`config.mk`:
```
export PLATFORM = sky130hd
export DESIGN_NAME = control_unit
export DESIGN_NICKNAME = d
export VERILOG_FILES = /design/src/rtl/rv_ctrl_pkg.sv /design/src/rtl/alu_decoder.sv /design/src/rtl/control_unit.sv
export SDC_FILE = /design/constraint.sdc
export NUM_CORES = 1
export LEC_CHECK = 0
export CORE_ASPECT_RATIO = 1.2
export CORE_MARGIN = 2
export CORE_UTILIZATION = 40
export DETAILED_ROUTE_END_ITERATION = 16
export MAX_ROUTING_LAYER = met4
export PLACE_DENSITY_LB_ADDON = 0.05
export RECOVER_POWER = 50
export SYNTH_ARGS = -nofsm -noshare
export SYNTH_HDL_FRONTEND = slang
export SYNTH_SLANG_ARGS = --single-unit
```
`constraint.sdc`:
```
create_clock -name clk -period 0.8 [get_ports clk]
set_input_delay 0.12 -clock clk [delete_from_list [all_inputs] [get_ports clk]]
set_output_delay 0.12 -clock clk [all_outputs]
set_load 0.02 [all_outputs]
```
`src/rtl/rv_ctrl_pkg.sv`:
```
// Shared RV32I decode constants: opcodes, ALU op codes, RF write-back source and
// immediate-format codes used by control_unit and alu_decoder.
package rv_ctrl_pkg;

    localparam int ALU_OP_W  = 4;
    localparam int IMM_SEL_W = 3;

    localparam logic [6:0] OP_R      = 7'b0110011;
    localparam logic [6:0] OP_IMM    = 7'b0010011;
    localparam logic [6:0] OP_LOAD   = 7'b0000011;
    localparam logic [6:0] OP_STORE  = 7'b0100011;
    localparam logic [6:0] OP_JALR   = 7'b1100111;
    localparam logic [6:0] OP_SYSTEM = 7'b1110011;

    localparam logic [ALU_OP_W-1:0] ALU_ADD  = 4'b0000;
    localparam logic [ALU_OP_W-1:0] ALU_SUB  = 4'b0001;
    localparam logic [ALU_OP_W-1:0] ALU_SLL  = 4'b0010;
    localparam logic [ALU_OP_W-1:0] ALU_SLT  = 4'b0011;
    localparam logic [ALU_OP_W-1:0] ALU_SLTU = 4'b0100;
    localparam logic [ALU_OP_W-1:0] ALU_XOR  = 4'b0101;
    localparam logic [ALU_OP_W-1:0] ALU_SRL  = 4'b0110;
    localparam logic [ALU_OP_W-1:0] ALU_SRA  = 4'b0111;
    localparam logic [ALU_OP_W-1:0] ALU_OR   = 4'b1000;
    localparam logic [ALU_OP_W-1:0] ALU_AND  = 4'b1001;

    localparam logic [1:0] RF_ALU  = 2'b00;
    localparam logic [1:0] RF_DMEM = 2'b01;
    localparam logic [1:0] RF_PC4  = 2'b10;

    localparam logic [IMM_SEL_W-1:0] IMM_NONE  = 3'b000;
    localparam logic [IMM_SEL_W-1:0] IMM_I     = 3'b001;
    localparam logic [IMM_SEL_W-1:0] IMM_S     = 3'b010;
    localparam logic [IMM_SEL_W-1:0] IMM_SHAMT = 3'b011;

endpackage

```
`src/rtl/alu_decoder.sv`:
```
// Combinational ALU-op decode from funct3/funct7[5]; flags funct7[5] misuse on R-type.
import rv_ctrl_pkg::*;

module alu_decoder (
    input  logic [2:0]          funct3,
    input  logic                f7b5,
    input  logic                is_imm,
    output logic [ALU_OP_W-1:0] alu_op,
    output logic                legal
);

    always_comb begin
        alu_op = ALU_ADD;
        case (funct3)
            3'b000: alu_op = (f7b5 && !is_imm) ? ALU_SUB : ALU_ADD;
            3'b001: alu_op = ALU_SLL;
            3'b010: alu_op = ALU_SLT;
            3'b011: alu_op = ALU_SLTU;
            3'b100: alu_op = ALU_XOR;
            3'b101: alu_op = f7b5 ? ALU_SRA : ALU_SRL;
            3'b110: alu_op = ALU_OR;
            default: alu_op = ALU_AND;
        endcase
        // Immediates carry no funct7 except the SRAI/SRLI selector, so only R-type can misuse it.
        legal = is_imm || !f7b5 || funct3 == 3'b000 || funct3 == 3'b101;
    end

endmodule

```
`src/rtl/control_unit.sv`:
```
// RV32I decode-stage control unit with a registered output stage.
// Define CU_ILLEGAL_DETECT_EN to add the registered 'illegal' output.
import rv_ctrl_pkg::*;

module control_unit (
    input  logic                 clk,
    input  logic                 rst_n,
    input  logic [6:0]           opcode,
    input  logic [2:0]           funct3,
    input  logic [6:0]           funct7,
    output logic                 Type_alu,
    output logic [2:0]           Type_dm,
    output logic [2:0]           salida_funct3,
    output logic                 store,
    output logic [ALU_OP_W-1:0]  controlALU,
    output logic [1:0]           controlRF,
    output logic                 we,
`ifdef CU_ILLEGAL_DETECT_EN
    output logic                 illegal,
`endif
    output logic [IMM_SEL_W-1:0] funct_imm
);

    logic [ALU_OP_W-1:0]  dec_op;
    logic                 dec_legal;

    logic                 n_type_alu;
    logic [2:0]           n_type_dm;
    logic                 n_store;
    logic [ALU_OP_W-1:0]  n_alu;
    logic [1:0]           n_rf;
    logic                 n_we;
    logic [IMM_SEL_W-1:0] n_imm;
    logic                 n_illegal;

    alu_decoder u_alu_dec (
        .funct3 (funct3),
        .f7b5   (funct7[5]),
        .is_imm (opcode == OP_IMM),
        .alu_op (dec_op),
        .legal  (dec_legal)
    );

    always_comb begin
        n_type_alu = 1'b0;
        n_type_dm  = 3'b000;
        n_store    = 1'b0;
        n_alu      = ALU_ADD;
        n_rf       = RF_ALU;
        n_we       = 1'b0;
        n_imm      = IMM_NONE;
        n_illegal  = 1'b0;
        case (opcode)
            OP_R: begin
                n_alu     = dec_op;
                n_we      = 1'b1;
                n_illegal = !dec_legal || ((funct7 & 7'b1011111) != 7'b0);
            end
            OP_IMM: begin
                n_alu      = dec_op;
                n_type_alu = 1'b1;
                n_we       = 1'b1;
                n_imm      = (funct3 == 3'b001 || funct3 == 3'b101) ? IMM_SHAMT : IMM_I;
            end
            OP_LOAD: begin
                n_type_alu = 1'b1;
                n_imm      = IMM_I;
                n_type_dm  = funct3;
                n_we       = 1'b1;
                n_rf       = RF_DMEM;
                n_illegal  = funct3 == 3'b011 || funct3[2:1] == 2'b11;
            end
            OP_STORE: begin
                n_type_alu = 1'b1;
                n_imm      = IMM_S;
                n_type_dm  = funct3;
                n_store    = 1'b1;
                n_illegal  = funct3 > 3'b010;
            end
            OP_JALR: begin
                n_type_alu = 1'b1;
                n_imm      = IMM_I;
                n_we       = 1'b1;
                n_rf       = RF_PC4;
            end
            OP_SYSTEM: begin
                n_type_alu = 1'b1;
                n_imm      = IMM_I;
            end
            default: n_illegal = 1'b1;
        endcase
        // Illegal decodes collapse to a full NOP so nothing downstream can act on them.
        if (n_illegal) begin
            n_type_alu = 1'b0;
            n_type_dm  = 3'b000;
            n_store    = 1'b0;
            n_alu      = ALU_ADD;
            n_rf       = RF_ALU;
            n_we       = 1'b0;
            n_imm      = IMM_NONE;
        end
    end

    always_ff @(posedge clk or negedge rst_n) begin
        if (!rst_n) begin
            Type_alu      <= 1'b0;
            Type_dm       <= 3'b000;
            salida_funct3 <= 3'b000;
            store         <= 1'b0;
            controlALU    <= '0;
            controlRF     <= 2'b00;
            we            <= 1'b0;
            funct_imm     <= '0;
`ifdef CU_ILLEGAL_DETECT_EN
            illegal       <= 1'b0;
`endif
        end else begin
            Type_alu      <= n_type_alu;
            Type_dm       <= n_type_dm;
            salida_funct3 <= funct3;
            store         <= n_store;
            controlALU    <= n_alu;
            controlRF     <= n_rf;
            we            <= n_we;
            funct_imm     <= n_imm;
`ifdef CU_ILLEGAL_DETECT_EN
            illegal       <= n_illegal;
`endif
        end
    end

`ifndef CU_ILLEGAL_DETECT_EN
    logic unused_illegal;
    assign unused_illegal = n_illegal;
`endif

endmodule

```
== After elaboration in Yosys (flattened, before gate mapping) ==
Index checks and enable logic that the tools add are counted.

* Magnitude comparators: 1
* Eq/ne operators: 13
* Mux-type cells: 19
* Reduce and logical (&&, ||, !) cells: 18

{| class="wikitable"
|+ Operator list
! kind !! number
|-
| $pmux 4 s7 || 1
|-
| $eq 7x6->1 const B || 2
|-
| $eq 7x7->1 const B || 2
|-
| $eq 3x3->1 const B || 3
|-
| $mux 3 || 3
|-
| $mux 1 || 8
|-
| $mux 4 || 2
|-
| $eq 7x2->1 const B || 1
|-
| $eq 7x5->1 const B || 1
|-
| $reduce_bool 7->1 || 1
|-
| $eq 3x2->1 const B || 2
|-
| $logic_or 1x1->1 || 6
|-
| $pmux 2 s3 || 1
|-
| $reduce_or 3->1 || 2
|-
| $reduce_or 5->1 || 1
|-
| $mux 2 || 2
|-
| $pmux 1 s4 || 1
|-
| $pmux 2 s2 || 1
|-
| $reduce_or 2->1 || 2
|-
| $reduce_or 4->1 || 1
|-
| $eq 3x1->1 const B || 1
|-
| $gt 3x2->1 const B || 1
|-
| $logic_not 1->1 || 3
|-
| $logic_not 3->1 || 1
|-
| other kinds (2) || 2
|}

* Register bits: 18
* Bits of input ports: 19
* Output and inout bits: 18
* Logic and storage cells: 59

== Logic depth before layout (Yosys ltp) ==
Gate-level depths: netlist of run 1.

* Depth in word-level cells: 8
* Gate-level depth with buffers: 5

== Modules after synthesis ==
From an unflattened synthesis of run 1, not the netlist that was laid out.

* Cells, all modules: 77
* Area, all modules: 824.5 um^2

{| class="wikitable"
|+ Modules (own cells, without submodules)
! module !! times used !! cells an instance !! area each (um^2) !! sequential area each (um^2)
|-
| control_unit || 1 || 64 || 735.7 || 425.4
|-
| alu_decoder || 1 || 13 || 88.8 || 0.0
|}

== Worst setup path after synthesis of run 1 ==
Ideal clock, no wire load.

* Path kind: input to register
* Start: in funct3[0]
* End: reg we
* Setup time: 0.144 ns
* Data arrival time: 0.865 ns
* Path slack: -0.209 ns
* Stages: 5
* Path buffers: 1
* Cell sequence: buf_4 > nor2_1 > or2_4 > o41ai_4 > a311oi_1

* Word-level cells in the longest chain between the ends: 7

{| class="wikitable"
|+ RTL lines
! what !! line !! text
|-
| start: declaration || control_unit.sv:9 || <nowiki>input logic [2:0] funct3,</nowiki>
|-
| $logic_not 3->1 || alu_decoder.sv:25 || <nowiki>legal = is_imm || !f7b5 || funct3 == 3'b000 || funct3 == 3'b101;</nowiki>
|-
| $logic_or 1x1->1 (2 in series) || alu_decoder.sv:25 ||
|-
| $logic_not 1->1 || control_unit.sv:57 || <nowiki>n_illegal = !dec_legal || ((funct7 & 7'b1011111) != 7'b0);</nowiki>
|-
| $logic_or 1x1->1 || control_unit.sv:57 ||
|-
| $pmux 1 s4 * || control_unit.sv:53 || <nowiki>case (opcode)</nowiki>
|-
| $mux 1 * || control_unit.sv:93 || <nowiki>if (n_illegal) begin</nowiki>
|-
| via n_we || control_unit.sv:32 || <nowiki>logic n_we;</nowiki>
|-
| end signal: assignment || control_unit.sv:124 || <nowiki>we <= n_we;</nowiki>
|-
| end: declaration || control_unit.sv:17 || <nowiki>output logic we,</nowiki>
|}

Mark *: on every way through the listed nets, which the timed path passes. The rest lies on a longest branch.

== Final worst setup path of run 1 ==
* Start: reg controlALU[0]
* End: out controlALU[0]

{| class="wikitable"
|+ RTL lines
! what !! line !! text
|-
| start: declaration || control_unit.sv:15 || <nowiki>output logic [ALU_OP_W-1:0] controlALU,</nowiki>
|-
| start signal: assignment || control_unit.sv:122 || <nowiki>controlALU <= n_alu;</nowiki>
|}

No word-level cell between the ends.

==> results of run 1 <==
[cells in the mapped netlist (2+ instances only)]
master | number | area share [%]
nor2_1 | 5 | 2.3
a21oi_1 | 4 | 2.5
o21ai_0 | 4 | 2.5
xor2_1 | 2 | 2.2
and2_1 | 4 | 3.1
dfrtp_1 | 17 | 53
nor2b_1 | 2 | 1.6
nor3_1 | 2 | 1.2
nand2_1 | 5 | 2.3
nand3_1 | 3 | 1.9
buf_4 | 2 | 1.9
nand3b_1 | 2 | 1.9
[worst min-delay path, delay by kind of cell]
| kind | cells | cell delay, ps |
|---|---|---|
| buffers and inverters | 2 | 150 |
| AND/OR/NAND/NOR | 1 | 30 |
[worst paths after layout]
kind                               start       endpoint  slack (ps)  cells past startpoint
min                            opcode[3]   controlRF[1]          60                      3
min in group asynchronous          rst_n  controlALU[2]         300                      2
max in group asynchronous          rst_n          store         200                      2
max                        controlALU[0]  controlALU[0]        -110                      1
[per-stage QoR]
step / util [%] / setup slack (ps) / setup TNS [ps] / cells
floorplan: - / -177.5 / -1658 / 73
global placement: 69.45 / -750.9 / -13470 / 138
detailed placement: 69.45 / -786.4 / -13730 / 138
CTS: 73.46 / -132.1 / -2341 / 145
global route: 72.66 / -147.3 / -2517 / 144
finish: 72.66 / -114.5 / -1773 / 144
[layer usage]
metal	GRT usage, %	vias to the layer above	routed length, um
met5	-	-	0
met4	5.882	0	27
met3	2.389	4	108
met2	30.68	29	955
met1	21.81	338	745
li1	-	361	-
[power groups by stage]
stage	Sequential (mW)	Combinational, mW	Clock, mW
floorplan	0.908	0.125	0
global placement	0.891	0.354	0
detailed placement	0.891	0.362	0
CTS	0.877	0.365	0.449
global route	0.878	0.389	0.474
finish	0.877	0.356	0.430
[flip-flops by register name, indices dropped and copies added (netlist names)]
signal and cells:
controlRF 2, controlALU 4, salida_funct3 3, store 1
Type_alu 1, Type_dm 3, funct_imm 2, we 1
[area by class of cell]
type	count	area [um^2]
Fill cell	143	511.7
Sequential cell	17	425.4
Clock buffer	4	26.28
Multi-Input combinational cell	51	404.1
Tap cell	19	23.77
Timing Repair Buffer	53	480.5
[cell families after synthesis]
logic type | synth area share, %
buf+inv | 4.360
mux | 1.246
flops | 52.96
xor+xnor | 2.181
simple gates | 25.39
other cells | 0.4668
compound gates | 13.40
[repair_timing]
action | in CTS | in global routing
endpoints found under the setup margin | 31 | 31
resized for setup | 166 | 14
buffers inserted | 3 | 0
pin swaps | 17 | 7
==> impl_metrics.env, run 1 <==
export IMPL_final_common_cell="buf_6"
export IMPL_grt_pass1_vias=726
export IMPL_cts_root_buf="clkbuf_4"
export IMPL_wl_um=1836
export IMPL_rows=17
export IMPL_cp_top_family="flip-flops"
export IMPL_first_iter_violations=2
export IMPL_crit_type="reg -> out"
export IMPL_fin_crit_ps=914.5
export IMPL_power_density_nw_per_um2=1222
export IMPL_drcViolationCount=0
export IMPL_core_area_um2=1872
export IMPL_grt_start_max_net_pins=18
export IMPL_synth_cell_types=33
export IMPL_p_int_mw=1.248
export IMPL_areaGrowthSynthToFinish_pct=69.31
export IMPL_drv_cap=0
export IMPL_setup_viol=18
export IMPL_die_h_um=53.09
export IMPL_port_buffers=35
export IMPL_synth_async_reset_ratio_pct=100.0
export IMPL_critPathMaxStageDelay_ps=390
export IMPL_power_frac_clock_pct=25.9
export IMPL_cts_sinks=17
export IMPL_ios=37
export IMPL_wl_per_cell_um=12.75
export IMPL_ant_nets=0
export IMPL_yosysWarningCount=0
export IMPL_required_ps=680
export IMPL_failed_checks="setup timing"
export IMPL_hp_class="in -> reg"
export IMPL_p_switching_mw=0.4147
export IMPL_crit_fanout=1
export IMPL_worst_slack_ps=-114.5
export IMPL_syn_inst=73
export IMPL_final_net_count=145
export IMPL_cts_max_level=1
export IMPL_gp_congestion=0.8435
export IMPL_crit_chain="buf_6"
export IMPL_synth_edff_count=0
export IMPL_postCtsHoldBufs=0
export IMPL_critical_path_arrival_ps=790
export IMPL_fin_hold_ws_ps=63.60
export IMPL_irDropWorstVdd_mv=0.7272
export IMPL_finalMaxSlewViolations=0
export IMPL_yosys_register_bits=17
export IMPL_start_util_pct=42.91
export IMPL_antenna_found_initial=0
export IMPL_gr_total_overflow=0
export IMPL_crit_buf_inv=1
export IMPL_via_per_inst=5.083
export IMPL_finalHoldViolCount=0
export IMPL_p_sw_share_pct=24.95
export IMPL_yosysSeqAreaShare_pct=52.96
export IMPL_netlist_area_um2=803.3
export IMPL_cts_tree="done"
export IMPL_vias=732
export IMPL_max_freq_mhz=1093
export IMPL_synth_area_per_cell_um2=11.00
export IMPL_grt_pass1_wl_um=3132
export IMPL_clk_pin_slew_ps=90
export IMPL_antennaDiodeCount=0
export IMPL_die_width_um=44.91
export IMPL_crit_slowest_cell="dfrtp_1"
export IMPL_startpoint_type="flip-flop"
export IMPL_grt_setup_unrepaired="true"
export IMPL_post_dp_hpwl_um=1372
export IMPL_endpoint_kind="primary output"
export IMPL_dpl_cell_area_um2=1300
export IMPL_grtUsageTotal_pct=17.98
export IMPL_leakagePower_nw=0.6444
export IMPL_status="finished with violations"
export IMPL_seqPwrFrac_pct=52.7
export IMPL_layout_drive_gt1_share_pct=53.60
export IMPL_finish_instance_area_um2=1360
export IMPL_syn_nets=92
export IMPL_first_pass_iters=4
export IMPL_synth_ff_type="dfrtp_1"
export IMPL_final_cell_mix="buf_6 (26), dfrtp_1 (17), buf_4 (12), buf_2 (6), nand2_1 (5)"
export IMPL_pwr_share_comb_pct=21.4
export IMPL_fin_total_pwr_mw=1.662
export IMPL_fin_crit_sh_pct=114.3
export IMPL_cts_buffers_inserted=3
export IMPL_clockBufferDepth=2
export IMPL_die_area_um2=2384
Power figures use the tool's default switching activity.
==> run 2: changes to the inputs <==
ABC_CLOCK_PERIOD_IN_PS = 800   (was unset)
==> results of run 2 <==
Final layout, timing and power as in run 1 (identical DEF).
